===== src/rtl/boid_state_ram.sv =====
// Boid state store (x, y, vx, vy, vx_acc, vy_acc): port A 1-cycle reads and masked writes; port B occupancy scan, result NUM_BOIDS+2 cycles after chk_start.
// No backpressure: requests are dropped while init_busy, chk_start is dropped while busy; BOID_MEM_HIT_IDX_EN adds hit_idx.
module boid_state_ram #(
  parameter int NUM_BOIDS = 16,
  parameter int IDX_W     = $clog2(NUM_BOIDS),
  parameter int X0        = 120,
  parameter int Y0        = 120,
  parameter int SPACING   = 40,
  parameter int VX0       = 5,
  parameter int VY0       = 4
) (
  input  logic             clk,
  input  logic             reset,
  output logic             init_busy,
  input  logic             rd_en,
  input  logic [IDX_W-1:0] rd_idx,
  output logic             rd_valid,
  output logic [31:0]      x_out_32,
  output logic [31:0]      y_out_32,
  output logic [31:0]      vx_out_32,
  output logic [31:0]      vy_out_32,
  output logic [31:0]      vx_acc_out,
  output logic [31:0]      vy_acc_out,
  input  logic [6:0]       wb_en,
  input  logic [IDX_W-1:0] wr_idx,
  input  logic [31:0]      x_in_32,
  input  logic [31:0]      y_in_32,
  input  logic [31:0]      vx_in_32,
  input  logic [31:0]      vy_in_32,
  input  logic [31:0]      vx_acc_in,
  input  logic [31:0]      vy_acc_in,
  input  logic             chk_start,
  input  logic [31:0]      x_chk_in,
  input  logic [31:0]      y_chk_in,
  output logic             chk_busy,
  output logic             chk_done,
  output logic             is_boid_here
`ifdef BOID_MEM_HIT_IDX_EN
  ,
  output logic [IDX_W-1:0] hit_idx
`endif
);

  localparam logic [1:0] ST_INIT = 2'd0;
  localparam logic [1:0] ST_IDLE = 2'd1;
  localparam logic [1:0] ST_SCAN = 2'd2;
  localparam logic [1:0] ST_DONE = 2'd3;

  localparam logic [IDX_W:0]   NB      = (IDX_W+1)'(NUM_BOIDS);
  localparam logic [IDX_W-1:0] LAST    = IDX_W'(NUM_BOIDS - 1);
  localparam logic [31:0]      VX_INIT = 32'(VX0) << 16;
  localparam logic [31:0]      VY_INIT = 32'(VY0) << 16;

  // Field storage: fixed-point 16-bit fraction, widths chosen per field.
  logic [27:0] mem_x     [NUM_BOIDS];
  logic [26:0] mem_y     [NUM_BOIDS];
  logic [20:0] mem_vx    [NUM_BOIDS];
  logic [20:0] mem_vy    [NUM_BOIDS];
  logic [31:0] mem_vxacc [NUM_BOIDS];
  logic [31:0] mem_vyacc [NUM_BOIDS];

  logic [1:0]       state_q, state_d;
  logic [IDX_W-1:0] init_cnt_q, init_cnt_d;
  logic [IDX_W:0]   sc_cnt_q, sc_cnt_d;
  logic [31:0]      x_chk_q, x_chk_d, y_chk_q, y_chk_d;
  logic             hit_acc_q, hit_acc_d, is_here_q, is_here_d;
  logic             b_vld_q, rd_valid_q, rd_ok_q;

  logic             in_init, wr_user, rd_acc, b_issue, scan_end, b_hit, b_hit_v;
  logic [IDX_W-1:0] wa, b_addr;
  logic [6:1]       we;
  logic [31:0]      init_x, init_y, bx_int, by_int;

  logic [27:0] ra_x_q, rb_x_q;
  logic [26:0] ra_y_q, rb_y_q;
  logic [20:0] ra_vx_q, ra_vy_q;
  logic [31:0] ra_vxacc_q, ra_vyacc_q;

  assign in_init   = (state_q == ST_INIT);
  assign init_busy = in_init;
  assign chk_busy  = (state_q == ST_SCAN) || (state_q == ST_DONE);
  assign chk_done  = (state_q == ST_DONE);
  assign is_boid_here = is_here_q;
  assign rd_valid  = rd_valid_q;

  assign init_x = (32'(X0) + 32'(SPACING) * 32'(init_cnt_q)) << 16;
  assign init_y = (32'(Y0) + 32'(SPACING) * 32'(init_cnt_q)) << 16;

  assign wr_user = !reset && !in_init && wb_en[0] && ({1'b0, wr_idx} < NB);
  assign we      = {6{in_init}} | ({6{wr_user}} & wb_en[6:1]);
  assign wa      = in_init ? init_cnt_q : wr_idx;
  assign rd_acc  = rd_en && !in_init && !reset;

  assign b_issue  = (state_q == ST_SCAN) && (sc_cnt_q != NB);
  assign scan_end = (state_q == ST_SCAN) && (sc_cnt_q == NB);
  assign b_addr   = sc_cnt_q[IDX_W-1:0];
  assign bx_int   = {{20{rb_x_q[27]}}, rb_x_q[27:16]};
  assign by_int   = {{21{rb_y_q[26]}}, rb_y_q[26:16]};
  assign b_hit    = (bx_int == x_chk_q) && (by_int == y_chk_q);
  assign b_hit_v  = b_vld_q && b_hit;

  // Memories carry no reset; read registers sample the pre-write contents.
  always_ff @(posedge clk) begin
    if (we[1]) mem_x[wa]     <= in_init ? init_x[27:0]   : x_in_32[27:0];
    if (we[2]) mem_y[wa]     <= in_init ? init_y[26:0]   : y_in_32[26:0];
    if (we[3]) mem_vx[wa]    <= in_init ? VX_INIT[20:0]  : vx_in_32[20:0];
    if (we[4]) mem_vy[wa]    <= in_init ? VY_INIT[20:0]  : vy_in_32[20:0];
    if (we[5]) mem_vxacc[wa] <= in_init ? 32'd0          : vx_acc_in;
    if (we[6]) mem_vyacc[wa] <= in_init ? 32'd0          : vy_acc_in;
    if (rd_acc) begin
      ra_x_q     <= mem_x[rd_idx];
      ra_y_q     <= mem_y[rd_idx];
      ra_vx_q    <= mem_vx[rd_idx];
      ra_vy_q    <= mem_vy[rd_idx];
      ra_vxacc_q <= mem_vxacc[rd_idx];
      ra_vyacc_q <= mem_vyacc[rd_idx];
    end
    if (b_issue) begin
      rb_x_q <= mem_x[b_addr];
      rb_y_q <= mem_y[b_addr];
    end
  end

  assign x_out_32   = rd_ok_q ? {{4{ra_x_q[27]}}, ra_x_q}    : 32'd0;
  assign y_out_32   = rd_ok_q ? {{5{ra_y_q[26]}}, ra_y_q}    : 32'd0;
  assign vx_out_32  = rd_ok_q ? {{11{ra_vx_q[20]}}, ra_vx_q} : 32'd0;
  assign vy_out_32  = rd_ok_q ? {{11{ra_vy_q[20]}}, ra_vy_q} : 32'd0;
  assign vx_acc_out = rd_ok_q ? ra_vxacc_q : 32'd0;
  assign vy_acc_out = rd_ok_q ? ra_vyacc_q : 32'd0;

  always_comb begin
    state_d    = state_q;
    init_cnt_d = init_cnt_q;
    sc_cnt_d   = sc_cnt_q;
    x_chk_d    = x_chk_q;
    y_chk_d    = y_chk_q;
    hit_acc_d  = hit_acc_q;
    is_here_d  = is_here_q;
    case (state_q)
      ST_INIT: begin
        init_cnt_d = init_cnt_q + 1'b1;
        if (init_cnt_q == LAST) begin
          state_d    = ST_IDLE;
          init_cnt_d = '0;
        end
      end
      ST_IDLE: begin
        if (chk_start) begin
          state_d   = ST_SCAN;
          sc_cnt_d  = '0;
          x_chk_d   = x_chk_in;
          y_chk_d   = y_chk_in;
          hit_acc_d = 1'b0;
        end
      end
      ST_SCAN: begin
        hit_acc_d = hit_acc_q | b_hit_v;
        if (scan_end) begin
          state_d   = ST_DONE;
          is_here_d = hit_acc_q | b_hit_v;
        end else begin
          sc_cnt_d = sc_cnt_q + 1'b1;
        end
      end
      default: state_d = ST_IDLE;
    endcase
  end

  always_ff @(posedge clk) begin
    if (reset) begin
      state_q    <= ST_INIT;
      init_cnt_q <= '0;
      sc_cnt_q   <= '0;
      x_chk_q    <= '0;
      y_chk_q    <= '0;
      hit_acc_q  <= 1'b0;
      is_here_q  <= 1'b0;
      b_vld_q    <= 1'b0;
      rd_valid_q <= 1'b0;
      rd_ok_q    <= 1'b0;
    end else begin
      state_q    <= state_d;
      init_cnt_q <= init_cnt_d;
      sc_cnt_q   <= sc_cnt_d;
      x_chk_q    <= x_chk_d;
      y_chk_q    <= y_chk_d;
      hit_acc_q  <= hit_acc_d;
      is_here_q  <= is_here_d;
      b_vld_q    <= b_issue;
      rd_valid_q <= rd_acc;
      if (rd_acc) rd_ok_q <= ({1'b0, rd_idx} < NB);
    end
  end

`ifdef BOID_MEM_HIT_IDX_EN
  logic [IDX_W-1:0] b_idx_q, first_idx_q, first_idx_d, hit_idx_q, hit_idx_d;

  // First hit wins, giving the lowest matching index since the scan runs upward.
  always_comb begin
    first_idx_d = first_idx_q;
    hit_idx_d   = hit_idx_q;
    if (b_hit_v && !hit_acc_q) first_idx_d = b_idx_q;
    if (scan_end) hit_idx_d = (hit_acc_q | b_hit_v) ? first_idx_d : '0;
  end

  always_ff @(posedge clk) begin
    if (reset) begin
      b_idx_q     <= '0;
      first_idx_q <= '0;
      hit_idx_q   <= '0;
    end else begin
      b_idx_q     <= b_addr;
      first_idx_q <= first_idx_d;
      hit_idx_q   <= hit_idx_d;
    end
  end

  assign hit_idx = hit_idx_q;
`endif

  logic unused_ok;
  assign unused_ok = &{1'b0, x_in_32[31:28], y_in_32[31:27], vx_in_32[31:21], vy_in_32[31:21],
                       init_x[31:28], init_y[31:27], rb_x_q[15:0], rb_y_q[15:0]};

endmodule


===== config.mk =====
export PLATFORM = sky130hd
export DESIGN_NAME = boid_state_ram
export DESIGN_NICKNAME = d
export VERILOG_FILES = /design/src/rtl/boid_state_ram.sv
export SDC_FILE = /design/constraint.sdc
export NUM_CORES = 2
export LEC_CHECK = 0
export BUFFER_PORTS_ARGS = -buffer_cell sky130_fd_sc_hd__buf_2
export CAP_MARGIN = 10
export CORE_MARGIN = 3
export CORE_UTILIZATION = 45
export DETAILED_ROUTE_END_ITERATION = 7
export HOLD_SLACK_MARGIN = 0.12
export SLEW_MARGIN = 10
export SYNTH_ARGS = -nofsm -noshare
export SYNTH_HDL_FRONTEND = slang
export SYNTH_SLANG_ARGS = --single-unit
export TNS_END_PERCENT = 1

===== constraint.sdc =====
create_clock -name clk -period 7.8 [get_ports clk]
set_clock_uncertainty 0.2 [all_clocks]
set_input_delay 1.56 -clock clk [delete_from_list [all_inputs] [get_ports clk]]
set_output_delay 1.56 -clock clk [all_outputs]
set_load 0.005 [all_outputs]

==> flow_summary.rst <==
.. list-table::
   :header-rows: 1

   * - Metric
     - Value
   * - Final Wtd Congestion
     - around 0.76
   * - Number of design-rule violations left by the first detailed-router iteration
     - 5432
   * - Clock insertion delay at the later pin of the skew report
     - 0.93 ns
   * - Number of distinct library cells after synthesis
     - 49
   * - Via density per instance
     - 5.93
   * - FF/Latch Area
     - 84500 um2
   * - Hold buffer count at cts
     - 0
   * - Hold crit path type
     - flop to flop
   * - Setup repair after global routing missed its margin
     - false
   * - Maximum vdd ir drop
     - roughly 340 uV
   * - Setup crit end kind
     - primary output
   * - Count of flip-flops with a built-in enable after synthesis
     - 2760
   * - Number of antenna violations at the first check in global routing
     - 39
   * - Root cell of the clock tree
     - sky130_fd_sc_hd__clkbuf_16
   * - Commonest register cell after synthesis
     - sky130_fd_sc_hd__edfxtp_1
   * - Accumulated negative setup slack
     - 0 ns
   * - Cell-by-cell trace of the critical path
     - buf_12 -> and2_1 -> buf_2
   * - Slowest cell on the critical path
     - sky130_fd_sc_hd__dfxtp_4
   * - Mapped Avg Cell Area
     - about 23 um2
   * - Placement Rows
     - 181
   * - Status
     - completed
   * - Number of nets with antenna violations after routing
     - 0
   * - Net count, final
     - just under 6k
   * - Post_cts resized
     - 0
   * - Total DRC errors in the routed layout
     - 0
   * - Crit path max fanout
     - 101
   * - Number of maximum-capacitance violations
     - 0
   * - Highest Clock Rate
     - 207 MHz
   * - Register-to-register path setup slack
     - 3.41 ns
   * - Wire length per cell
     - 30.9 um
   * - Critical path's largest stage delay
     - between 0.9 and 1 ns
   * - Number of global-route vias before repair
     - roughly 54k
   * - Total setup buffers inserted after CTS
     - 0
   * - Fill cell total of the finished layout
     - 18.9k
   * - Area of the mapped netlist
     - 111000 um2
   * - Number of synthesized register bits
     - 2840
   * - Area of the multi-input gates
     - 26000 um2
   * - Relative area change from synthesis to final layout
     - 14.7%
   * - Post-detailed-routing wire length
     - approximately 280000 um
   * - CTS Buf Count
     - 312
   * - Final Total Pwr
     - 41300 uW
   * - Leakage Power
     - approximately 0.041 uW
   * - TritonCTS clock tree
     - built
   * - CP required
     - 6.04 ns
   * - Total number of yosys warnings
     - 0
   * - Clock slew seen by the registers of the worst setup and hold paths
     - ~0.06 ns
   * - Maximum buffer depth of the clock tree
     - 4
   * - Area of the core
     - 245000 um2
   * - Total count of hold-check failures in the final report
     - 0
   * - Die width
     - just over 500 um
   * - Maximum number of pins on one net before global-route repair
     - roughly 130
   * - Number of top-level design ports
     - 472
   * - Final global-route overflow total
     - 0
   * - Gate count of the mapped netlist
     - 4913
   * - Final HPWL DP
     - 145000 um
   * - TritonCTS Sinks
     - 2840
   * - Endpoints failing setup
     - 0
   * - Max H-tree Level
     - 5
   * - Async set-or-reset flop fraction in the synthesized netlist
     - 0%
   * - Effective utilization at floorplan
     - between 40% and 50%
   * - Share of cells above drive strength 1
     - around a third
   * - Slew @ Worst Pin
     - 1.21 ns
   * - Nets in the synthesized netlist
     - between 5k and 6k
   * - Final Slew Violations
     - 0
   * - First-pass DRT Iterations
     - 6
   * - Proportion of synthesized chip area in sequential cells
     - 75.9%
   * - Wire length of the first global-routing pass
     - approximately 400000 um
   * - Worst rel slew slack
     - 19.4%
   * - Data arrival time of the worst path
     - 3.06 ns
   * - Die height
     - 503 um
   * - Worst setup path class
     - flop to primary output
   * - Number of vias in the routed layout
     - 53.0k
   * - Count of buffers inserted at the top-level ports
     - 440
   * - GRT Util Overall
     - about 22%
   * - Floorplan die area
     - 253000 um2
   * - Period minus WS final
     - just under 5 ns
   * - PwrDens
     - 324 nW/um2
   * - Crit path launch type
     - flop
   * - Final worst path period share
     - between 60% and 70%
## metal layers
| layer | wire length, um | GRT usage, % | vias to the layer above |
|---|---|---|---|
| met1 | 114000 | 31.1 | 28900 |
| met4 | 6250 | 5.53 | 6 |
| met3 | 18800 | 3.54 | 417 |
| met2 | 138000 | 35.9 | 1940 |
| li1 | - | - | 21800 |
| met5 | 41 | 0 | - |
## where the power goes
part / total, uW / internal [uW] / leakage, uW / switching (uW)
logic: 6500 / 1960 / 0.0103 / 4550
registers: 20800 / 20300 / 0.0263 / 506
clock network: 14000 / 8280 / 0.00467 / 5740
total: 41300 / 30500 / 0.0413 / 10800
## per-stage QoR
step | cells | utilization [%] | area, um2 | worst slack, ns | hold slack, ns
5_1_grt | 8929 | 52.2 | 128000 | 2.74 | 0.293
6_report | 8945 | 52.2 | 128000 | 2.98 | 0.271
4_1_cts | 8924 | 52.2 | 128000 | 2.84 | 0.269
2_1_floorplan | 4913 | - | 111000 | 1.65 | 0.244
3_3_place_gp | 8386 | 48.3 | 118000 | 2.94 | 0.254
3_5_place_dp | 8386 | 48.3 | 118000 | 2.87 | 0.261
## synthesized netlist by cell type (all sizes together), types with 2 or more instances
master  instances  area, um2
a21oi          77        385
a32o            2       20.0
and2          163       1020
and3            5       31.3
and4            4       35.0
buf           137        855
clkbuf        172        646
dfxtp          80       1600
edfxtp       2760      82900
ha             12        150
inv            21       78.8
mux2i           4       40.0
mux4          920      20700
nand2         160        601
nand2b          4       25.0
nand3          17       85.1
nand3b          3       22.5
nand4          14       87.6
nor2          116        435
nor2b         146        913
nor3            7       35.0
nor4           10       62.6
o21a           10       75.1
o21ai          15       75.1
or2             4       25.0
or3             3       18.8
xnor2          26        228
xor2            3       26.3
## layout make-up
class                           count  area share (%)
Antenna cell                       21          0.0411
Clock buffer                      395            6.53
Clock inverter                    143           0.980
Inverter                           21          0.0617
Multi-Input combinational cell   1743            20.3
Sequential cell                  2840            66.1
Tap cell                         3202            3.14
Timing Repair Buffer              580            2.77
## critical path: cells and delay by family (launching register included)
| family | cells | cell delay [ns] |
|---|---|---|
| AND/OR/NAND/NOR | 1 | 0.39 |
| buffers and inverters | 2 | 0.57 |
| flip-flops | 1 | 0.91 |
## flip-flops by register name, summed over array words and instances (netlist names), 2 cells and up
| register | flops |
|---|---|
| mem_vyacc | 512 |
| mem_vy | 336 |
| rb_y_q | 11 |
| mem_x | 448 |
| mem_vx | 336 |
| ra_vy_q | 21 |
| state_q | 2 |
| sc_cnt_q | 5 |
| mem_y | 432 |
| ra_y_q | 27 |
| rb_x_q | 12 |
| ra_vx_q | 21 |
| ra_vyacc_q | 32 |
| x_chk_q | 32 |
| y_chk_q | 32 |
| init_cnt_q | 4 |
| ra_x_q | 28 |
| mem_vxacc | 512 |
| ra_vxacc_q | 32 |
## cells in the final DEF (no fill, tap or decap), types with 26 or more instances in the layout
cell type                   instances
sky130_fd_sc_hd__buf_2            436
sky130_fd_sc_hd__clkinv_2          36
sky130_fd_sc_hd__nor2_4            72
sky130_fd_sc_hd__dfxtp_1           76
sky130_fd_sc_hd__buf_4            120
sky130_fd_sc_hd__nor2b_1          144
sky130_fd_sc_hd__nand2_1          159
sky130_fd_sc_hd__and2_1           162
sky130_fd_sc_hd__clkbuf_16        322
sky130_fd_sc_hd__clkinv_1          71
sky130_fd_sc_hd__edfxtp_1        2760
sky130_fd_sc_hd__a21oi_1           71
sky130_fd_sc_hd__mux4_2           920
sky130_fd_sc_hd__xnor2_1           26
sky130_fd_sc_hd__clkbuf_1          72
## path summary, 6_finish.rpt
check             startpoint  cells after the start                end
setup / recovery     rd_ok_q                      3       vy_out_32[4]
hold / removal    x_chk_q[8]                      2         x_chk_q[8]
setup reg to reg  state_q[0]                      7  mem_vxacc[10][22]
hold reg to reg   x_chk_q[8]                      2         x_chk_q[8]
## cell families (layout without fill, tap and decap cells)
| kind of cell | Yosys count | after routing | share of synthesized area, % |
|---|---|---|---|
| compound gates | 119 | 119 | 0.614 |
| other cells | 0 | 21 | 0 |
| xor+xnor | 29 | 29 | 0.228 |
| buf+inv | 330 | 1139 | 1.42 |
| simple gates | 658 | 658 | 3.07 |
| flops | 2840 | 2840 | 75.9 |
| fa+ha+maj | 13 | 13 | 0.153 |
| mux | 924 | 924 | 18.6 |
(Power assumes the default switching activity.)
